<file path="src/rtl/wt_dcache_rd_arb.sv">
// wt_dcache_rd_arb
// Round-robin read arbiter in front of the dcache tag/data memories.
// A refill/write in progress (wr_busy_i) blocks every read port. A saturating
// counter flags ports that have been held off by wr_busy_i for too long.
//
// Ports
//   clk_i, rst_ni        clock, async active-low reset
//   wr_busy_i            write/refill owns the memories, blocks reads
//   rd_req_i             per-port read request
//   rd_tag_only_i        per-port tag-only lookup flag
//   rd_idx_i / rd_off_i  per-port cacheline index / byte offset
//   rd_tag_i             per-port tag, valid one cycle after that port's ack
//   rd_ack_o             per-port grant (one-hot or zero)
//   rd_req_o             request to cache memory
//   rd_ack_i             cache memory accepted the request this cycle
//   rd_idx_o / rd_off_o / rd_tag_only_o   winner's fields
//   rd_tag_o             tag of the port acked in the previous cycle
//   rd_starve_o          pending reads blocked for >= StarveLimit cycles
module wt_dcache_rd_arb #(
  parameter int unsigned NumPorts            = 3,
  parameter int unsigned StarveLimit         = 16,
  parameter int unsigned DCACHE_CL_IDX_WIDTH = 8,
  parameter int unsigned DCACHE_OFFSET_WIDTH = 4,
  parameter int unsigned DCACHE_TAG_WIDTH    = 12
) (
  input  logic                                          clk_i,
  input  logic                                          rst_ni,
  input  logic                                          wr_busy_i,
  input  logic [NumPorts-1:0]                           rd_req_i,
  input  logic [NumPorts-1:0]                           rd_tag_only_i,
  input  logic [NumPorts-1:0][DCACHE_CL_IDX_WIDTH-1:0]  rd_idx_i,
  input  logic [NumPorts-1:0][DCACHE_OFFSET_WIDTH-1:0]  rd_off_i,
  input  logic [NumPorts-1:0][DCACHE_TAG_WIDTH-1:0]     rd_tag_i,
  output logic [NumPorts-1:0]                           rd_ack_o,
  output logic                                          rd_req_o,
  input  logic                                          rd_ack_i,
  output logic [DCACHE_CL_IDX_WIDTH-1:0]                rd_idx_o,
  output logic [DCACHE_OFFSET_WIDTH-1:0]                rd_off_o,
  output logic                                          rd_tag_only_o,
  output logic [DCACHE_TAG_WIDTH-1:0]                   rd_tag_o,
  output logic                                          rd_starve_o
);

  localparam int unsigned PtrW = $clog2(NumPorts);

  logic [PtrW-1:0] rr_ptr_q, grant_idx_q;
  logic [PtrW-1:0] win_idx;
  logic            win_vld;
  logic            grant;
  logic [7:0]      starve_cnt_q;

  // Scan from the farthest rotation offset down to offset 0 so the requester
  // closest to rr_ptr_q is the last one written and therefore wins. With no
  // requester win_idx stays at rr_ptr_q, which also drives the muxes below.
  always_comb begin
    win_vld = 1'b0;
    win_idx = rr_ptr_q;
    for (int k = NumPorts - 1; k >= 0; k--) begin
      int unsigned s;
      s = int'(rr_ptr_q) + k;
      if (s >= NumPorts) s = s - NumPorts;
      if (rd_req_i[s]) begin
        win_vld = 1'b1;
        win_idx = PtrW'(s);
      end
    end
  end

  assign rd_req_o      = (|rd_req_i) & ~wr_busy_i;
  assign grant         = rd_req_o & rd_ack_i & win_vld;
  assign rd_idx_o      = rd_idx_i[win_idx];
  assign rd_off_o      = rd_off_i[win_idx];
  assign rd_tag_only_o = rd_tag_only_i[win_idx];
  // Tag arrives a cycle after its ack, so select it with the held grant index.
  assign rd_tag_o      = rd_tag_i[grant_idx_q];
  assign rd_starve_o   = (starve_cnt_q == 8'(StarveLimit));

  for (genvar p = 0; p < NumPorts; p++) begin : g_ack
    assign rd_ack_o[p] = grant & (win_idx == PtrW'(p));
  end

  always_ff @(posedge clk_i or negedge rst_ni) begin
    if (!rst_ni) begin
      rr_ptr_q    <= '0;
      grant_idx_q <= '0;
    end else if (grant) begin
      rr_ptr_q    <= (win_idx == PtrW'(NumPorts - 1)) ? '0 : win_idx + PtrW'(1);
      grant_idx_q <= win_idx;
    end
  end

  always_ff @(posedge clk_i or negedge rst_ni) begin
    if (!rst_ni) begin
      starve_cnt_q <= '0;
    end else if ((|rd_req_i) & wr_busy_i) begin
      if (starve_cnt_q != 8'(StarveLimit)) starve_cnt_q <= starve_cnt_q + 8'd1;
    end else begin
      starve_cnt_q <= '0;
    end
  end

endmodule

</file>
<file path="config.mk">
export PLATFORM = sky130hd
export DESIGN_NAME = wt_dcache_rd_arb
export DESIGN_NICKNAME = d
export VERILOG_FILES = /design/src/rtl/wt_dcache_rd_arb.sv
export SDC_FILE = /design/constraint.sdc
export NUM_CORES = 1
export LEC_CHECK = 0
export CORE_ASPECT_RATIO = 0.75
export CORE_MARGIN = 2
export CORE_UTILIZATION = 38
export DETAILED_ROUTE_END_ITERATION = 12
export GPL_ROUTABILITY_DRIVEN = 0
export PLACE_DENSITY_LB_ADDON = 0.05
export SKIP_CTS_REPAIR_TIMING = 1
export SYNTH_ARGS = -nofsm -noshare
export SYNTH_HDL_FRONTEND = slang
export SYNTH_SLANG_ARGS = --single-unit
</file>
<file path="constraint.sdc">
create_clock -name clk_i -period 4.6 [get_ports clk_i]
set_input_delay 0.46 -clock clk_i [delete_from_list [all_inputs] [get_ports clk_i]]
set_output_delay 0.46 -clock clk_i [all_outputs]
set_load 0.1 [all_outputs]
</file>
# --- Yosys cells after proc, flatten, opt, wreduce, memory -nomap -nowiden ---
# Index checks and enable logic that the tools add are counted.
classes:
  n_div: 0
  add_sub_neg: 7
  multipliers: 0
  bitwise_logic: 8
  n_shift: 0
  magnitude_cmp: 8
  muxes: 26
  n_reduce_logical: 2
  eq_ne: 5
ops:
  columns: ["operator", "count"]
  rows:
  - ["32-bit by 3-bit less-than comparator with 1-bit output, second input constant", 3]
  - ["32-bit two-way mux", 3]
  - ["12-bit binary-select mux with 2-bit select", 1]
  - ["8-bit two-way mux", 3]
  - ["8-bit binary-select mux with 2-bit select", 1]
  - ["12-bit two-way mux", 1]
  - ["8-bit by 1-bit adder with 8-bit output, second input constant", 1]
  - ["1-bit binary-select mux with 2-bit select", 4]
  - ["4-bit binary-select mux with 2-bit select", 1]
  - ["8-bit by 5-bit equality test with 1-bit output, second input constant", 1]
  - ["2-bit two-way mux", 4]
  - ["8-bit by 5-bit != test with 1-bit output, second input constant", 1]
  - ["3-bit by 2-bit subtractor with 4-bit output, second input constant", 2]
  - ["1-bit bitwise AND", 7]
  - ["1-bit two-way mux", 7]
  - ["3-bit by 2-bit >= comparator with 1-bit output, second input constant", 2]
  - ["2-bit by 3-bit less-than comparator with 1-bit output, second input constant", 2]
  - ["4-bit two-way mux", 1]
  - ["2-bit by 1-bit adder with 3-bit output, second input constant", 1]
  - ["2-bit by 2-bit adder with 3-bit output, second input constant", 1]
  - ["3-bit OR reduction", 1]
  - ["2-bit by 2-bit subtractor with 3-bit output, second input constant", 1]
  - ["2-bit by 1-bit adder with 2-bit output, second input constant", 1]
  - ["2-bit by 1-bit equality test with 1-bit output, second input constant", 1]
  - ["other kinds (5)", 5]
totals:
  ramBits: 0
  regBits: 12
  inputBits: 82
  mem_count: 0
  rom_bits: 0
  word_cells: 59
  latchBits: 0
  out_inout_bits: 30

# --- Longest topological paths before layout ---
# Gate-level depths: netlist of run 1.
depth:
  word_depth: 10
  depth_mapped: 10
  mapped_depth_nobuf: 8

# --- Least setup slack after synthesis of run 1 ---
# OpenSTA, ideal clock, no wires.
synth_path:
  kind: "input to output"
  from: "input port rd_req_i[0]"
  to: "output port rd_ack_o[1]"
  path_slack_ns: -0.415
  required_ns: 4.140
  cell_stages: 4
  n_path_buf: 0
  arrival_time_ns: 4.555
  cell_sequence: "nor3_1 > nor2_1 > o311ai_4 > nor3b_1"
synth_between:
  elab_cells_between_ends: 18
  cone_classes: "eq/ne: 1; mux: 12; bitwise: 4; reduce/logical: 1"
synth_lines:
  columns: ["element", "line", "source"]
  rows:
  - ["start, declared", "29", "input logic [NumPorts-1:0] rd_req_i,"]
  - ["3-bit OR reduction", "69", "assign rd_req_o = (|rd_req_i) & ~wr_busy_i;"]
  - ["1-bit bitwise AND", "69", null]
  - ["via rd_req_o", "35", "output logic rd_req_o,"]
  - ["1-bit bitwise AND (2 in a row)", "70", "assign grant = rd_req_o & rd_ack_i & win_vld;"]
  - ["1-bit bitwise AND", "79", "assign rd_ack_o[p] = grant & (win_idx == PtrW'(p));"]
  - ["end, declared", "34", "output logic [NumPorts-1:0] rd_ack_o,"]
# The timed path passes the listed nets, and every way through them passes these cells. The select of a mux whose other input is x is not followed.

# --- Worst setup path in the final report of run 1 ---
layout_path:
  from: "register rr_ptr_q[0]"
  to: "output port rd_idx_o[7]"
layout_between:
  elab_chain_cells: 10
  elab_cells_between_ends: 22
  cone_classes: "add/sub: 5; order compare: 3; mux: 14"
layout_lines:
  columns: ["element", "line", "source"]
  rows:
  - ["start, declared", "46", "logic [PtrW-1:0] rr_ptr_q, grant_idx_q;"]
  - ["start signal, assigned", "87", "rr_ptr_q <= (win_idx == PtrW'(NumPorts - 1)) ? '0 : win_idx + PtrW'(1);"]
  - ["2-bit by 2-bit adder with 3-bit output", "60", "s = int'(rr_ptr_q) + k;"]
  - ["3-bit by 2-bit subtractor with 4-bit output or 3-bit by 2-bit >= comparator with 1-bit output (tied branches)", "61", "if (s >= NumPorts) s = s - NumPorts;"]
  - ["32-bit two-way mux", "61", null]
  - ["1-bit binary-select mux with 2-bit select", "62", "if (rd_req_i[s]) begin"]
  - ["1-bit two-way mux (not written as such)", "62", null]
  - ["2-bit two-way mux (2 in a row)", "62", null]
  - ["2-bit two-way mux (*)", "62", null]
  - ["8-bit binary-select mux with 2-bit select (*)", "71", "assign rd_idx_o = rd_idx_i[win_idx];"]
  - ["8-bit two-way mux (not written as such) (*)", "71", null]
  - ["end, declared", "37", "output logic [DCACHE_CL_IDX_WIDTH-1:0] rd_idx_o,"]
# Every way passes the cells marked *; elsewhere a longest branch is shown, timed or not. The select of a mux whose other input is x is not followed.

==> reports/metrics.cfg, run 1 <==
[floorplan]
core_area_mm2 = 0.003756
die-area_mm2 = 0.004531
die_h_um = 58.80
initial_core_util_pct = 40.51
die-width_um = 77.07
fp-row-count = 19
ios = 112

[detailed_routing]
routedWlPerCell_um = 13.69
drtIter0Drc = 68
route.detailed.drc = 0
avgViaCountPerCell = 4.898
drt-total-wl_mm = 4.437
via_count = 1587
drt_pre_antenna_iters = 4
drtAntennaViolNets = 0

[cells_and_area]
antenna_cells = 0
area_growth_syn_to_layout_pct = 72.94
final_nets = 360
multi_input_area_mm2 = 0.001121
n_fill_cell = 316
drive_gt1_share_pct = 13.97
utilization_pct = 70.05
seq_area_um2 = 300.3

[sta]
maxSlewHeadroom_pct = 33.65
finalSetupViolCount = 0
slew_viol_final = 0
tightestPinTransition_ns = 0.9921
period_needed_ns = 3.636
fin_crit_sh_pct = 79.05
finalClockSkew_ns = 0.002769
hold_viol = 0
max_freq_ghz = 0.2750
rsz0062_at_grt = false

[setup_path]
crit_family = compound AO/OA/AOI/OAI gates
cp_max_fo = 19
r2r_slack_ns = 2.20
cpPeakStageDelay_ns = 0.56
crit_path_top_delay_cell = a31oi_4
rr_worst_depth = 7
arrival_ns = 3.18
worst_setup_path_end_kind = output pin
cpMostUsedCell = a31oi_4
path_cells = inv_1 > ha_1 > a21bo_4 > a31oi_4 > nor2b_2 > a31oi_4 > and2b_4 > o2bb2ai_1 > buf_4
cp.buffers_inverters = 2
timing.rr.start = rr_ptr_q[0]
r2r_end = grant_idx_q[1]
critPathRequiredTime_ns = 4.14
start_kind = register
path_class = register to output pin

[logic_synthesis]
synth_warnings = 0
synth_top_area_share_pct = 19.74
yosysSeqAreaShare_pct = 19.74
post-synth-top-area-cell = dfrtp_1
syn_area_mm2 = 0.001521
synth_area_leaders = dfrtp_1, mux2i_1, o2bb2ai_2, o21ai_0, nand2_1
synth_ff_type = dfrtp_1
ys_ff_latch = 12
syn_nets = 255
syn-instance-count = 168
synth-edff-count = 0
synth_area_per_cell_um2 = 9.056
async_flop_share_pct = 100.0
synth_cell_types = 37

[place]
portBuffers = 111
dp.final_hpwl_mm = 3.681

[clock_tree]
cts_buffers = 3
h-tree-depth = 1
clk_pin_slew_ns = 0.05
clk_latency_ns = 0.24
clock-root-buffer = clkbuf_8
cts_num_sinks = 12
cts_tree = done
cts_buffer_depth = 2

[grt]
grt_use_total_pct = 18.65
antenna_found_initial = 0
gr-total-overflow = 0
grt_max_degree = 20
grt_pass1_vias = 1461
grt_pass1_wl_mm = 6.893

[worst_hold_path]
hp-class = primary input to async pin

[job]
cap_violations = 0

[run_status]
outcome = complete, no violations

-- synth_stat cells (4+ instances only) --
cell / instances
dfrtp_1: 12
clkbuf_1: 6
xor2_1: 4
mux2i_1: 28
nor2_1: 12
and3_1: 4
nand2_1: 20
ha_1: 5
o2bb2ai_2: 10
inv_1: 5
nor2b_1: 5
nand3_1: 4
o21ai_0: 16
-- per-stage QoR --
step	setup slack, ns	area [um2]	cells	hold WS, ns	setup TNS [ns]
global route	0.8102	2631	324	0.5990	0
CTS	0.9548	2631	324	0.5634	0
detailed placement	1.146	2576	320	0.5511	0
finish	0.9635	2631	324	0.5581	0
global placement	1.204	2576	320	0.5307	0
floorplan	-0.4154	1521	168	0.1644	-1.068
-- flip-flops by register name (all words and copies together), names as in the netlist --
signal        cells
starve_cnt_q      8
rr_ptr_q          2
grant_idx_q       2
-- layout by cell type (no fill, tap or decap) --
| master | count |
|---|---|
| a21bo_4 | 1 |
| a21boi_0 | 1 |
| a21o_1 | 1 |
| a31oi_1 | 3 |
| a31oi_4 | 3 |
| and2b_4 | 1 |
| and3_1 | 4 |
| buf_4 | 16 |
| clkbuf_8 | 4 |
| clkdlybuf4s50_1 | 95 |
| dfrtp_1 | 12 |
| ha_1 | 5 |
| inv_1 | 5 |
| mux2_1 | 2 |
| mux2_2 | 1 |
| mux2i_1 | 28 |
| nand2_1 | 20 |
| nand2b_1 | 1 |
| nand3_1 | 4 |
| nand3b_1 | 1 |
| nor2_1 | 12 |
| nor2b_1 | 5 |
| nor2b_2 | 1 |
| nor3_1 | 3 |
| nor3b_1 | 2 |
| nor4b_1 | 1 |
| o211ai_1 | 1 |
| o21a_1 | 1 |
| o21ai_0 | 16 |
| o21ai_1 | 1 |
| o2bb2ai_1 | 3 |
| o2bb2ai_2 | 10 |
| o311ai_4 | 1 |
| o31ai_1 | 1 |
| xnor2_1 | 2 |
| xor2_1 | 4 |
-- metal layers --
layer  GRT usage, %  routed length (um)
met5              0                   0
met4          2.296                   0
met3          4.141                 264
met2          35.21                2352
met1          22.77                1820
-- layout make-up --
| cell class | count | area share (%) |
|---|---|---|
| flip-flops and latches | 12 | 11.41 |
| multi-input cells | 140 | 42.61 |
| repair buffers | 111 | 40.70 |
| inverters | 5 | 0.7133 |
| clock buffers | 4 | 2.092 |
| well taps | 52 | 2.473 |
-- kinds of logic (layout without fill, tap and decap cells) --
family	Yosys count	in the layout	synth area share, %
AO/OA/AOI/OAI	43	43	27.88
AND/OR/NAND/NOR	55	55	17.60
buffers and inverters	16	120	6.579
multiplexers	31	31	20.64
flip-flops	12	12	19.74
adder cells (fa/ha/maj)	5	5	4.112
XOR/XNOR	6	6	3.454
-- worst max path at each step --
stage,start,end,slack [ns],depth (start not counted)
3_5_place_dp,rd_req_i[0],rd_idx_o[7],1.15,8
3_3_place_gp,rd_req_i[0],rd_idx_o[7],1.20,8
6_report,rr_ptr_q[0],rd_idx_o[7],0.96,9
2_1_floorplan,rd_req_i[0],rd_ack_o[1],-0.42,4
4_1_cts,rr_ptr_q[0],rd_idx_o[7],0.95,9
5_1_grt,rr_ptr_q[0],rd_idx_o[7],0.81,9
Power of run 1 is not shown: default switching activity piles up to over one toggle a cycle in this logic, so the estimate is an artifact.
==> run 2: changes to the inputs <==
- CORE_UTILIZATION: 38 -> 31
- clock period: 4.6 -> 3.17 ns (I/O delays scaled with it)
==> run 2 against run 1 <==
Register-to-register slack got worse by 1.4 ns. Largest cell class is now non-clock buffers. Non-clock buffer count is 3 higher. Hold slack worse by 0.13 ns. Wire length is 6.8% higher. Global-route usage fell by 2.4 points. Critical path depth grew 1. Design area up 11%. Die area rose by 21%. Via count is 2.2% higher. First-iteration DRC count shrank 53%.
==> reports/metrics.cfg, run 2 (same netlist as run 1, synthesis figures left out) <==
[cells_and_area]
reg_top3 = starve_cnt_q: 8 flops, grant_idx_q: 2 flops, rr_ptr_q: 2 flops  ; unchanged
design_area_mm2 = 0.002908  ; was 0.002631 mm2
area_growth_syn_to_layout_pct = 91.12  ; was 72.94%
drive_gt1_share_pct = 23.91  ; was 13.97%
largest_reg_flops = 8  ; unchanged
final_cell_mix = clkdlybuf4s50_1, mux2i_1, nand2_1, buf_12, buf_4  ; was clkdlybuf4s50_1, mux2i_1, nand2_1, o21ai_0, buf_4
regMostFlops = starve_cnt_q  ; unchanged
final_nets = 364  ; was 360
antenna_cells = 0  ; unchanged
mostFrequentLayoutCell = clkdlybuf4s50_1  ; unchanged

[grt]
antenna_found_initial = 0  ; unchanged
grt_use_total_pct = 16.21  ; was 18.65%
grt_pass1_vias = 1530  ; was 1,461
grt_max_degree = 17  ; was 20
grt_pass1_wl_mm = 7.245  ; was 6.893 mm
gr-total-overflow = 0  ; unchanged

[sta]
hold_viol = 0  ; unchanged
slew_viol_final = 0  ; unchanged
maxSlewHeadroom_pct = 51.50  ; was 33.65%
setup_tns_ns = 0  ; unchanged
rsz0062_at_grt = false  ; unchanged
finalClockSkew_ns = 0.002050  ; was 0.002769 ns
finalSetupViolCount = 0  ; unchanged
max_freq_ghz = 0.3349
period_needed_ns = 2.986
tightestPinTransition_ns = 0.7274  ; was 0.9921 ns
fin_crit_sh_pct = 94.21
timing.hold.ws_ns = 0.4264  ; was 0.5581 ns

[setup_path]
crit_family = buffers and inverters  ; was compound AO/OA/AOI/OAI gates
worst_setup_path_end_kind = output pin  ; unchanged
critPathRequiredTime_ns = 2.85  ; was 4.14 ns
start_kind = register  ; unchanged
path_cells = inv_1 > ha_2 > inv_1 > nor3_1 > a31oi_2 > a31oi_4 > buf_12 > mux2i_1 > o2bb2ai_2 > buf_12  ; was inv_1 > ha_1 > a21bo_4 > a31oi_4 > nor2b_2 > a31oi_4 > and2b_4 > o2bb2ai_1 > buf_4
crit_path_top_delay_cell = ha_2  ; was a31oi_4
cpPeakStageDelay_ns = 0.42  ; was 0.56 ns
r2r_slack_ns = 0.78  ; was 2.20 ns
cp.buffers_inverters = 4  ; was 2
path_class = register to output pin  ; unchanged
arrival_ns = 2.67  ; was 3.18 ns
cp_max_fo = 16  ; was 19

[detailed_routing]
via_count = 1622  ; was 1,587
routedWlPerCell_um = 14.10  ; was 13.69 um
avgViaCountPerCell = 4.827  ; was 4.898
drt-total-wl_mm = 4.739  ; was 4.437 mm
drtAntennaViolNets = 0  ; unchanged
route.detailed.drc = 0  ; unchanged
drtIter0Drc = 32  ; was 68
drt_pre_antenna_iters = 4  ; unchanged

[place]
dp.final_hpwl_mm = 3.888  ; was 3.681 mm
dpl-instance-area_mm2 = 0.002829  ; was 0.002576 mm2
portBuffers = 111  ; unchanged

[clock_tree]
cts_tree = done  ; unchanged
h-tree-depth = 1  ; unchanged
cts_buffer_depth = 2  ; unchanged
clk_pin_slew_ns = 0.05  ; about the same
cts_buffers = 3  ; unchanged
cts_num_sinks = 12  ; unchanged
clk_latency_ns = 0.24  ; about the same
clock-root-buffer = clkbuf_8  ; unchanged

[floorplan]
die-width_um = 84.90  ; was 77.07 um
core_area_mm2 = 0.004817  ; was 0.003756 mm2
fp-row-count = 22  ; was 19
initial_core_util_pct = 31.58  ; was 40.51%
ios = 112  ; unchanged
die-area_mm2 = 0.005490  ; was 0.004531 mm2
die_h_um = 64.67  ; was 58.80 um

[job]
cap_violations = 0  ; unchanged

[run_status]
outcome = complete, no violations  ; unchanged

[worst_hold_path]
hp-class = primary input to async pin  ; unchanged

## run 2: cell types whose count changed in the layout (fill, tap and decap cells not counted), moves of 3 or more
| cell | delta |
|---|---|
| buf_12 | +17 |
| clkdlybuf4s50_1 | -14 |
| o21ai_0 | -9 |
| o21ai_1 | +9 |
| o2bb2ai_1 | -3 |
| o2bb2ai_2 | +3 |
## run 2: path summary, 6_finish.rpt
kind	start	to	cells past startpoint
max in group asynchronous	rst_ni	grant_idx_q[1]	1
min in group clk_i	starve_cnt_q[7]	starve_cnt_q[7]	2
setup / recovery	rr_ptr_q[0]	rd_idx_o[3]	10
setup reg to reg	rr_ptr_q[0]	grant_idx_q[1]	7
hold reg to reg	starve_cnt_q[7]	starve_cnt_q[7]	2
hold / removal	rst_ni	starve_cnt_q[0]	1
## run 2: cell type report
type                       instances  area (um2)
fill                             416        1909
timing repair buffer             114        1271
multi-input combinational        141        1187
sequential                        12       300.3
tap                               60       75.07
clock buffer                       4       55.05
inverter                           5       18.77
## run 2: stage by stage
step / cells / utilization (%) / setup WS [ns]
2_1_floorplan: 168 / - / -0.2100
3_3_place_gp: 331 / 58.73 / 0.2546
3_5_place_dp: 331 / 58.73 / 0.2775
4_1_cts: 335 / 59.87 / 0.08350
5_1_grt: 336 / 60.36 / 0.07484
6_report: 336 / 60.36 / 0.1837
## run 2: metal layers
metal	vias up	wire [um]	track usage (%)	part of all wire [%]
li1	825	-	-	-
met1	745	1990	19.95	42
met2	50	2479	29.63	52
met3	2	257	4.076	5.4
met4	0	12	1.587	0.25
met5	-	0	0	0
Power of run 2 is left out for the same reason.
==> run 3: changes to the inputs <==
- CTS_CLUSTER_SIZE: unset -> 40
==> results of run 3 <==
Same layout as run 2: the final DEF is identical, and so are final timing and power.
Power of run 3 is left out for the same reason.
